$ cat config.mk
export PLATFORM = sky130hd
export DESIGN_NAME = fnd_scan_ctrl
export DESIGN_NICKNAME = d
export VERILOG_FILES = /design/src/rtl/fnd_scan_ctrl.sv
export SDC_FILE = /design/constraint.sdc
export NUM_CORES = 1
export LEC_CHECK = 0
export CORE_AREA = 2 2 71 73
export DETAILED_ROUTE_END_ITERATION = 6
export DIE_AREA = 0 0 73 75
export GPL_TIMING_DRIVEN = 1
export HOLD_SLACK_MARGIN = 0.05
export PLACE_DENSITY_LB_ADDON = 0.3
export SLEW_MARGIN = 10
export SYNTH_ARGS = -nofsm -noshare
export SYNTH_HDL_FRONTEND = slang
export SYNTH_SLANG_ARGS = --single-unit
export TNS_END_PERCENT = 1
$ cat constraint.sdc
create_clock -name clk -period 2.4 [get_ports clk]
set_clock_uncertainty 0.2 [all_clocks]
set_input_delay 0.24 -clock clk [delete_from_list [all_inputs] [get_ports clk]]
set_output_delay 0.24 -clock clk [all_outputs]
set_load 0.005 [all_outputs]
$ cat src/rtl/fnd_scan_ctrl.sv
// Multiplexed 4-digit seven-segment scan controller with per-frame snapshot.
// Optional leading-zero blanking is enabled by defining FND_BLANK_EN.
module fnd_scan_ctrl #(
  parameter int SCAN_DIV = 100000
) (
  input  logic        clk,
  input  logic        reset_p,
  input  logic [15:0] value,
  input  logic [3:0]  dp_en,
  input  logic        disp_en,
  output logic [7:0]  seg_7,
  output logic [3:0]  com
);

  localparam int CNT_W = (SCAN_DIV > 1) ? $clog2(SCAN_DIV) : 1;
  localparam logic [CNT_W-1:0] CNT_MAX = CNT_W'(SCAN_DIV - 1);

  logic [CNT_W-1:0] cnt_q, cnt_d;
  logic [1:0]       idx_q, idx_d;
  logic [15:0]      snap_val_q, snap_val_d;
  logic [3:0]       snap_dp_q, snap_dp_d;
  logic [3:0]       com_q, com_d;
  logic [7:0]       seg_q, seg_d;
  logic             tick;
  logic [3:0]       nibble;
  logic             dp_bit;
  logic             blank;
  logic [6:0]       glyph;

  // Active-low a..g pattern for a hex nibble.
  function automatic logic [6:0] hex_glyph(input logic [3:0] n);
    case (n)
      4'h0: hex_glyph = 7'h40;
      4'h1: hex_glyph = 7'h79;
      4'h2: hex_glyph = 7'h24;
      4'h3: hex_glyph = 7'h30;
      4'h4: hex_glyph = 7'h19;
      4'h5: hex_glyph = 7'h12;
      4'h6: hex_glyph = 7'h02;
      4'h7: hex_glyph = 7'h78;
      4'h8: hex_glyph = 7'h00;
      4'h9: hex_glyph = 7'h10;
      4'hA: hex_glyph = 7'h08;
      4'hB: hex_glyph = 7'h03;
      4'hC: hex_glyph = 7'h46;
      4'hD: hex_glyph = 7'h21;
      4'hE: hex_glyph = 7'h06;
      default: hex_glyph = 7'h0E;
    endcase
  endfunction

  assign tick   = (cnt_q == CNT_MAX);
  assign nibble = snap_val_q[idx_q*4 +: 4];
  assign dp_bit = snap_dp_q[idx_q];

`ifdef FND_BLANK_EN
  // zero_from[i]: nibble i and every higher nibble are zero.
  logic [3:0] zero_from;
  for (genvar gi = 0; gi < 4; gi++) begin : g_zero
    assign zero_from[gi] = (snap_val_q[15:4*gi] == '0);
  end
  assign blank = (idx_q != 2'd0) && zero_from[idx_q];
`else
  assign blank = 1'b0;
`endif

  assign glyph = blank ? 7'h7F : hex_glyph(nibble);

  always_comb begin
    cnt_d      = tick ? '0 : cnt_q + 1'b1;
    idx_d      = tick ? idx_q + 2'd1 : idx_q;
    snap_val_d = snap_val_q;
    snap_dp_d  = snap_dp_q;
    com_d      = 4'hF;
    seg_d      = 8'hFF;
    // A new frame's data is taken only as digit 3 hands over to digit 0.
    if (tick && idx_q == 2'd3) begin
      snap_val_d = value;
      snap_dp_d  = dp_en;
    end
    if (disp_en) begin
      com_d = ~(4'b0001 << idx_q);
      seg_d = {~dp_bit, glyph};
    end
  end

  always_ff @(posedge clk) begin
    if (reset_p) begin
      cnt_q      <= '0;
      idx_q      <= 2'd0;
      snap_val_q <= 16'h0000;
      snap_dp_q  <= 4'h0;
      com_q      <= 4'hF;
      seg_q      <= 8'hFF;
    end else begin
      cnt_q      <= cnt_d;
      idx_q      <= idx_d;
      snap_val_q <= snap_val_d;
      snap_dp_q  <= snap_dp_d;
      com_q      <= com_d;
      seg_q      <= seg_d;
    end
  end

  assign com   = com_q;
  assign seg_7 = seg_q;

endmodule

# Yosys cells after proc, flatten, opt, wreduce, memory -nomap -nowiden

Memories as Yosys holds them, arrays and structs flattened. A register that Yosys moved wholly into a read port is not among the register bits.
Index checks and enable logic that the tools add are counted.

Flip-flop bits (word level): 51
Memory bits (read-only): 112
Input port bits: 23
Word-level logic and storage cells: 22
Memories: 1

Add/subtract/negate cells: 2
Order comparisons: 1
Equal/unequal tests: 2
Shift operators: 2
Mux-type cells: 2
Bitwise logic cells: 3
Reductions and logical operators: 3

Memory list:

| name            | words | width | read ports | clocked after memory_dff | write ports | RTL line | source |
|---|---|---|---|---|---|---|---|
| (no name shown) | 16    | 7     | 1          | 1                        | 0           | 32       | `case (n)` |

Operator list:

| operator                | count |
|---|---|
| $add A17 B1 Y17 const B | 1 |
| $eq A17 B17 Y1 const B  | 1 |
| $shiftx A16 B5 Y4       | 1 |
| $not A4 Y4              | 1 |
| $reduce_or A2 Y1        | 2 |
| $shl A1 B2 Y4 const A   | 1 |
| $lt A2 B3 Y1 const B    | 1 |
| $add A2 B1 Y2 const B   | 1 |
| $bmux W1 S2             | 1 |
| $eq A2 B2 Y1 const B    | 1 |
| $not A1 Y1              | 2 |
| $logic_and A1 B1 Y1     | 1 |
| $mux W1                 | 1 |

# Longest topological paths before layout

Gate-level depths: netlist of run 1.

Depth after elaboration: 3
Gate-level depth with buffers: 7

# Worst setup path before layout of run 1

Ideal clock, no wire load.

Path kind: reg-to-reg
From: register idx_q[1]
To: register seg_q[3], in the netlist seg_7[3]
Library setup time: 0.143 ns
Arrival time: 1.780 ns
Data required time: 2.057 ns
Setup slack: 0.277 ns
Stages on the path, launching flop included: 7
Period minus slack after synthesis: 2.123 ns
Cell sequence: dfxtp_1 -> buf_6 -> mux4_1 -> ha_1 -> or2b_1 -> o211ai_1 -> o211ai_1

Longest elaborated chain between the ends: 1

Ends and longest elaborated chain:

| what                     | RTL line | source |
|---|---|---|
| start: declaration       | 19       | `logic [1:0] idx_q, idx_d;` |
| start signal: assignment | 97       | `idx_q <= idx_d;` |
| $shiftx A16 B5 Y4        | 53       | `assign nibble = snap_val_q[idx_q*4 +: 4];` |
| end: declaration         | 23       | `logic [7:0] seg_q, seg_d;` |

Every way passes these cells.
A chain may end at the register's enable or synchronous reset.

# Worst setup path in the final report of run 1

Ends and elaborated chain as after synthesis.

==> results of run 1 <==
[through the flow]
stage,utilization [%],setup WS (ns),total power (W),area [um^2]
after floorplan,-,0.2769,0.0009218,2469
after CTS,64.32,0.1159,0.001667,2998
after global placement,61.48,0.2346,0.0009789,2865
after global routing,64.24,0.1041,0.001708,2994
final,64.24,0.2300,0.001654,2994
after detailed placement,61.48,0.1271,0.0009802,2865
[cells by family (layout without fill, tap and decap cells)]
kind of cell / after synthesis / count (layout) / share of synthesized area, %
adder cells (fa/ha/maj): 11 / 11 / 5.575
multiplexers: 30 / 30 / 15.26
XOR/XNOR: 12 / 12 / 4.257
AND/OR/NAND/NOR: 102 / 102 / 23.52
AO/OA/AOI/OAI: 19 / 19 / 5.018
buffers and inverters: 22 / 59 / 5.017
flip-flops: 51 / 51 / 41.36
[timing repair]
item	CTS	global route
gates resized for setup	0	1
endpoints found under the hold margin	0	0
setup endpoints to repair	0	1
[critical path, delay by kind of cell (launching register included)]
family                   cells  cell delay [ns]
adder cells (fa/ha/maj)      1             0.27
AND/OR/NAND/NOR              1             0.24
flip-flops                   1             0.49
AO/OA/AOI/OAI                2             0.21
multiplexers                 1             0.63
[flip-flops by register name (all words and copies together) (netlist names)]
| register | flops |
|---|---|
| idx_q | 2 |
| com | 4 |
| cnt_q | 17 |
| snap_dp_q | 4 |
| seg_7 | 8 |
| snap_val_q | 16 |
[cells in the final DEF, fill, tap and decap left out, types with 2 or more instances in the layout]
master	count
dfxtp_1	51
nand2b_1	42
clkdlybuf4s50_1	34
mux2i_1	23
nor2_1	16
nand2_1	12
ha_1	11
xor2_1	10
inv_1	8
buf_4	8
nand4_1	7
a21oi_1	6
nand3_1	6
clkbuf_8	5
mux4_2	4
o211ai_1	4
and4_1	3
and3_1	3
o21ai_0	3
or3_1	3
nor4bb_1	2
o221ai_1	2
xnor2_1	2
bufinv_16	2
[cell type report]
type	count	area, um^2	share of cell area (%)
multi-input combinational	174	1323	44.17
clock buffer	6	72.57	2.424
tap	54	67.56	2.257
clock inverter	2	60.06	2.006
inverter	8	30.03	1.003
sequential	51	1021	34.10
timing repair buffer	43	420.4	14.04
[where the power goes]
part	internal [W]	switching (W)
Combinational	0.0000659	0.0000330
Clock	0.000417	0.000278
Sequential	0.000856	0.00000451
Total	0.00134	0.000316
[synthesized netlist by cell type, drive strengths merged]
cell    instances
o22ai           1
mux2            2
mux4            5
or2b            1
o221ai          2
buf             8
and4            3
nand3           6
or3             3
mux2i          23
and2            1
nor2b           1
nand4           7
or4             1
ha             11
nand2          13
nor4bb          2
inv             8
o31ai           1
clkbuf          6
xor2           10
a21oi           6
or2             1
nor4b           1
and3            3
o21ai           4
xnor2           2
nand2b         42
o211ai          5
nor2           17
dfxtp          51
[worst paths after layout]
| check | start | endpoint | slack, ns | cells after the start |
|---|---|---|---|---|
| hold reg to reg | cnt_q[0] | cnt_q[0] | 0.25 | 1 |
| setup / recovery | idx_q[1] | seg_7[3] | 0.23 | 5 |
| hold / removal | cnt_q[0] | cnt_q[0] | 0.25 | 1 |
| setup reg to reg | idx_q[1] | seg_7[3] | 0.23 | 5 |
[layer usage]
layer | wire length [um] | up-vias | track usage, % | share of wire [%]
met3 | 127 | 5 | 3.347 | 3.1
met5 | 0 | - | 0 | 0
li1 | - | 914 | - | -
met2 | 1904 | 32 | 26.43 | 46
met1 | 2019 | 801 | 21.90 | 49
met4 | 57 | 0 | 6.790 | 1.4
==> reports/metrics.yaml, run 1 <==
start_util_pct: 52.97
die_y_um: 75
fp.dieArea_um2: 5475
setup_viol: 0
cts_tree: "done"
crit_fanout: 6
hp-class: "flip-flop to flip-flop"
cts_hold_buffers: 0
fillCellCount: 399
required_ns: 2.38
post-cts-setup-buffer-count: 0
clk_path_buf_depth: 2
synth_seq_cells: 51
status: "completed"
syn_nets: 281
synth_area_um2: 2469
yosys.area.top_type: "dfxtp_1"
p_leak_nw: 1.068
drc_errors: 0
netlist_top_cells_area: "dfxtp_1, nand2b_1, mux2i_1, ha_1, xor2_1"
insertedDiodeCount: 0
cp-start-kind: "flip-flop"
grt_antenna_before_repair: 0
cts_num_sinks: 51
rsz0062_at_grt: "false"
cts-root-buf: "clkbuf_8"
cp_common_cell: "o211ai_1"
track_usage_pct: 16.50
port_buffers: 34
worstPathArrival_ns: 2.15
p_per_area_nw_per_um2: 552.4
grt_pass1_vias: 1602
syn_avg_cell_area_um2: 9.994
clkTransAtPathRegs_ns: 0.10
drive_gt1_share_pct: 9.155
critPathCaptureType: "flip-flop"
io_pins: 35
vias: 1752
core_area_um2: 4661
row_count: 25
final_nets: 317
synth.distinct_cells: 37
wl_per_cell_um: 12.16
grt_max_degree: 25
fin_hold_ws_ns: 0.2513
max_freq_ghz: 0.4608
slew_viol_final: 0
grt_pass1_wl_um: 7100
crit_chain: "mux4_2 > ha_1 > or2b_1 > o211ai_1 > o211ai_1"
max-cap-violations: 0
synth-seq-area-share_pct: 41.36
critPathSlowestCell: "mux4_2"
fin_crit_ns: 2.170
placed_cells: 330
hold_viol: 0
gr-total-overflow: 0
netlist_instances: 247
peakVddDrop_v: 0.0003362
wl_um: 4109
yosysWarnings: 0
areaGrowthSynthToFinish_pct: 21.29
htreeDepth: 2
worstMarginPinSlew_ns: 0.2879
yosysTopAreaCellShare_pct: 41.36
relSlewSlack_pct: 80.75
stdcell_count: 338
fin_setup_tns_ns: 0
clkLatencyLatePin_ns: 0.31
hpwlAfterDp_um: 2977
die_x_um: 73
antenna_left: 0
cpPeakStageDelay_ns: 0.63
drtIter0Drc: 109
path_class: "flip-flop to flip-flop"
period_share_pct: 90.42
cts_made_buffers: 5
avgViaCountPerCell: 5.183
firstDrtPassIters: 4
gp_congestion: 0.8200
(Power assumes the default switching activity.)
==> run 2, diff against run 1 <==
Settings changed: CORE_AREA 2 2 71 73 to 8 8 77 79, DIE_AREA 0 0 73 75 to 0 0 85 87.
==> run 2 against run 1 <==
  * Global-route usage down 3.7 points
  * Fmax up 1.3%
  * Final area down 1.3%
  * Register-to-register slack better by 0.03 ns
  * Count of clock-buffer cells in the layout down 1
  * Final cell count down 0.30%
  * Total power down 6.7%
  * Non-clock buffer count down 2
  * Critical endpoint is now seg_7[0]
  * Largest cell class unchanged
==> reports/metrics.yaml, run 2 (synthesis gave the netlist of run 1 again) <==
status: "completed"
vias: 1739  # -0.74%
cts_made_buffers: 5  # unchanged
cts_tree: "done"
p_total_w: 0.001543  # -6.7%
final_nets: 315  # -0.63%
p_leak_nw: 1.042  # -2.4%
grt_pass1_wl_um: 7762  # +9.3%
placed_cells: 330  # unchanged
clkTransAtPathRegs_ns: 0.09  # about the same
critPathSlowestCell: "mux4_2"
gr-total-overflow: 0  # unchanged
worstPathArrival_ns: 2.14  # about the same
drive_gt1_share_pct: 8.541  # -0.61 points
crit_chain: "mux4_2 > ha_1 > or2b_1 > o22ai_1 > o21ai_1"
crit_fanout: 6  # unchanged
stdcell_count: 337  # -0.30%
postLayoutCellArea_um2: 2955  # -1.3%
regMostFlops: "cnt_q"
setup.worst_path.start: "idx_q[1]"
wl_per_cell_um: 12.64  # +3.9%
grt_antenna_before_repair: 0  # unchanged
rsz0062_at_grt: "false"
drc_errors: 0  # unchanged
final_cell_mix: "dfxtp_1, nand2b_1, clkdlybuf4s50_1, mux2i_1, nor2_1"
areaGrowthSynthToFinish_pct: 19.72
r2r_start: "idx_q[1]"
antenna_left: 0  # unchanged
max_freq_ghz: 0.4670  # +1.3%
wl_um: 4258  # +3.6%
endpoint: "seg_7[0]"
fin_setup_tns_ns: 0  # unchanged
grt_pass1_vias: 1784  # +11%
fp.dieArea_um2: 7395  # +35%
period_share_pct: 89.23  # -1.2 points
htreeDepth: 2  # unchanged
hpwlAfterDp_um: 3092  # +3.8%
cts_num_sinks: 51  # unchanged
placed_cell_area_um2: 2853  # -0.44%
hold_viol: 0  # unchanged
clk_path_buf_depth: 2  # unchanged
setup_viol: 0  # unchanged
required_ns: 2.40  # +0.02 ns
final_common_cell: "dfxtp_1"
cpPeakStageDelay_ns: 0.62  # about the same
final_util_pct: 60.97  # -3.3 points
firstDrtPassIters: 4  # unchanged
cts-root-buf: "clkbuf_8"
reg2reg_to: "seg_7[0]"
avgViaCountPerCell: 5.160  # -0.45%
max-cap-violations: 0  # unchanged
die_x_um: 85  # +16%
ff2ff_path_depth: 5  # unchanged
worstMarginPinSlew_ns: 0.3503  # +0.06243 ns
insertedDiodeCount: 0  # unchanged
io_pins: 35  # unchanged
core_area_um2: 4847  # +4.0%
port_buffers: 34  # unchanged
drtIter0Drc: 115  # +5.5%
row_count: 26  # +4.0%
regToRegSetupSlack_ns: 0.26  # +0.03 ns
cp-start-kind: "flip-flop"
grt_max_degree: 25  # unchanged
clkLatencyLatePin_ns: 0.31  # about the same
start_util_pct: 50.93  # -2.0 points
path_class: "flip-flop to flip-flop"
relSlewSlack_pct: 76.33  # -4.4 points
p_per_area_nw_per_um2: 522.0  # -5.5%
peakVddDrop_v: 0.0002403  # -29%
largest_reg_flops: 17  # unchanged
hp-class: "flip-flop to flip-flop"
fin_crit_ns: 2.142  # -0.02844 ns
critPathCaptureType: "flip-flop"
slew_viol_final: 0  # unchanged
gp_congestion: 0.7821  # -4.6%
die_y_um: 87  # +16%
track_usage_pct: 12.82  # -3.7 points
## run 2: cell count changes in the layout (fill, tap and decap cells not counted)
cell	previous run	this run
buf_4	8	6
bufinv_16	2	1
clkbuf_1	1	0
clkinvlp_4	0	1
## run 2: how the worst min path moves through the flow
stage	start	end	slack [ns]	depth (start not counted)
2_1_floorplan	dp_en[0]	snap_dp_q[0]	0.20	2
5_1_grt	cnt_q[0]	cnt_q[0]	0.28	1
4_1_cts	cnt_q[0]	cnt_q[0]	0.25	1
3_3_place_gp	cnt_q[0]	cnt_q[0]	0.22	1
6_report	cnt_q[0]	cnt_q[0]	0.24	1
3_5_place_dp	cnt_q[0]	cnt_q[0]	0.23	1
## run 2: worst max-delay path: cells and delay by family, from the launching register on
family,cells,cell delay (ns)
AOI/OAI and AO/OA,2,0.22
adders and majority gates,1,0.26
DFF,1,0.49
muxes,1,0.62
and+or+nand+nor,1,0.25
## run 2: repair_timing
action,4_1_cts,5_1_grt
endpoints found under the setup margin,0,1
hold buffers,0,0
resized for setup,0,1
buffers inserted,0,0
## run 2: routing by layer
metal	routed length [um]	part of all wire [%]	GRT usage, %	vias up
li1	-	-	-	909
met1	2150	50	15.71	795
met2	1866	44	20.38	29
met3	182	4.3	4.151	6
met4	59	1.4	4.854	0
met5	0	0	0	-
## run 2: layout make-up
cell class / instances / area (um^2)
well taps: 56 / 70.07
clock inverters: 2 / 37.54
fillers: 401 / 1892
clock buffers: 5 / 68.82
multi-input cells: 174 / 1323
inverters: 8 / 30.03
flip-flops and latches: 51 / 1021
repair buffers: 41 / 405.4
## run 2: power breakdown
group          leakage [nW]  total (W)  internal (W)  switching [W]
logic                 0.578  0.0000994     0.0000659      0.0000335
clock network        0.0502   0.000583      0.000305       0.000278
registers             0.414   0.000860      0.000856     0.00000432
total                  1.04    0.00154       0.00123       0.000316
## run 2: metrics by stage
stage	setup slack, ns	hold WS [ns]
final	0.2585	0.2441
after detailed placement	0.1742	0.2344
after global routing	0.1000	0.2772
after CTS	0.1365	0.2504
after floorplan	0.2769	0.1953
after global placement	0.2388	0.2245
==> run 3, diff against run 2 <==
Settings changed: CTS_CLUSTER_DIAMETER set to 60.
==> results of run 3 <==
No change in the layout: final DEF, timing and power equal those of run 2.
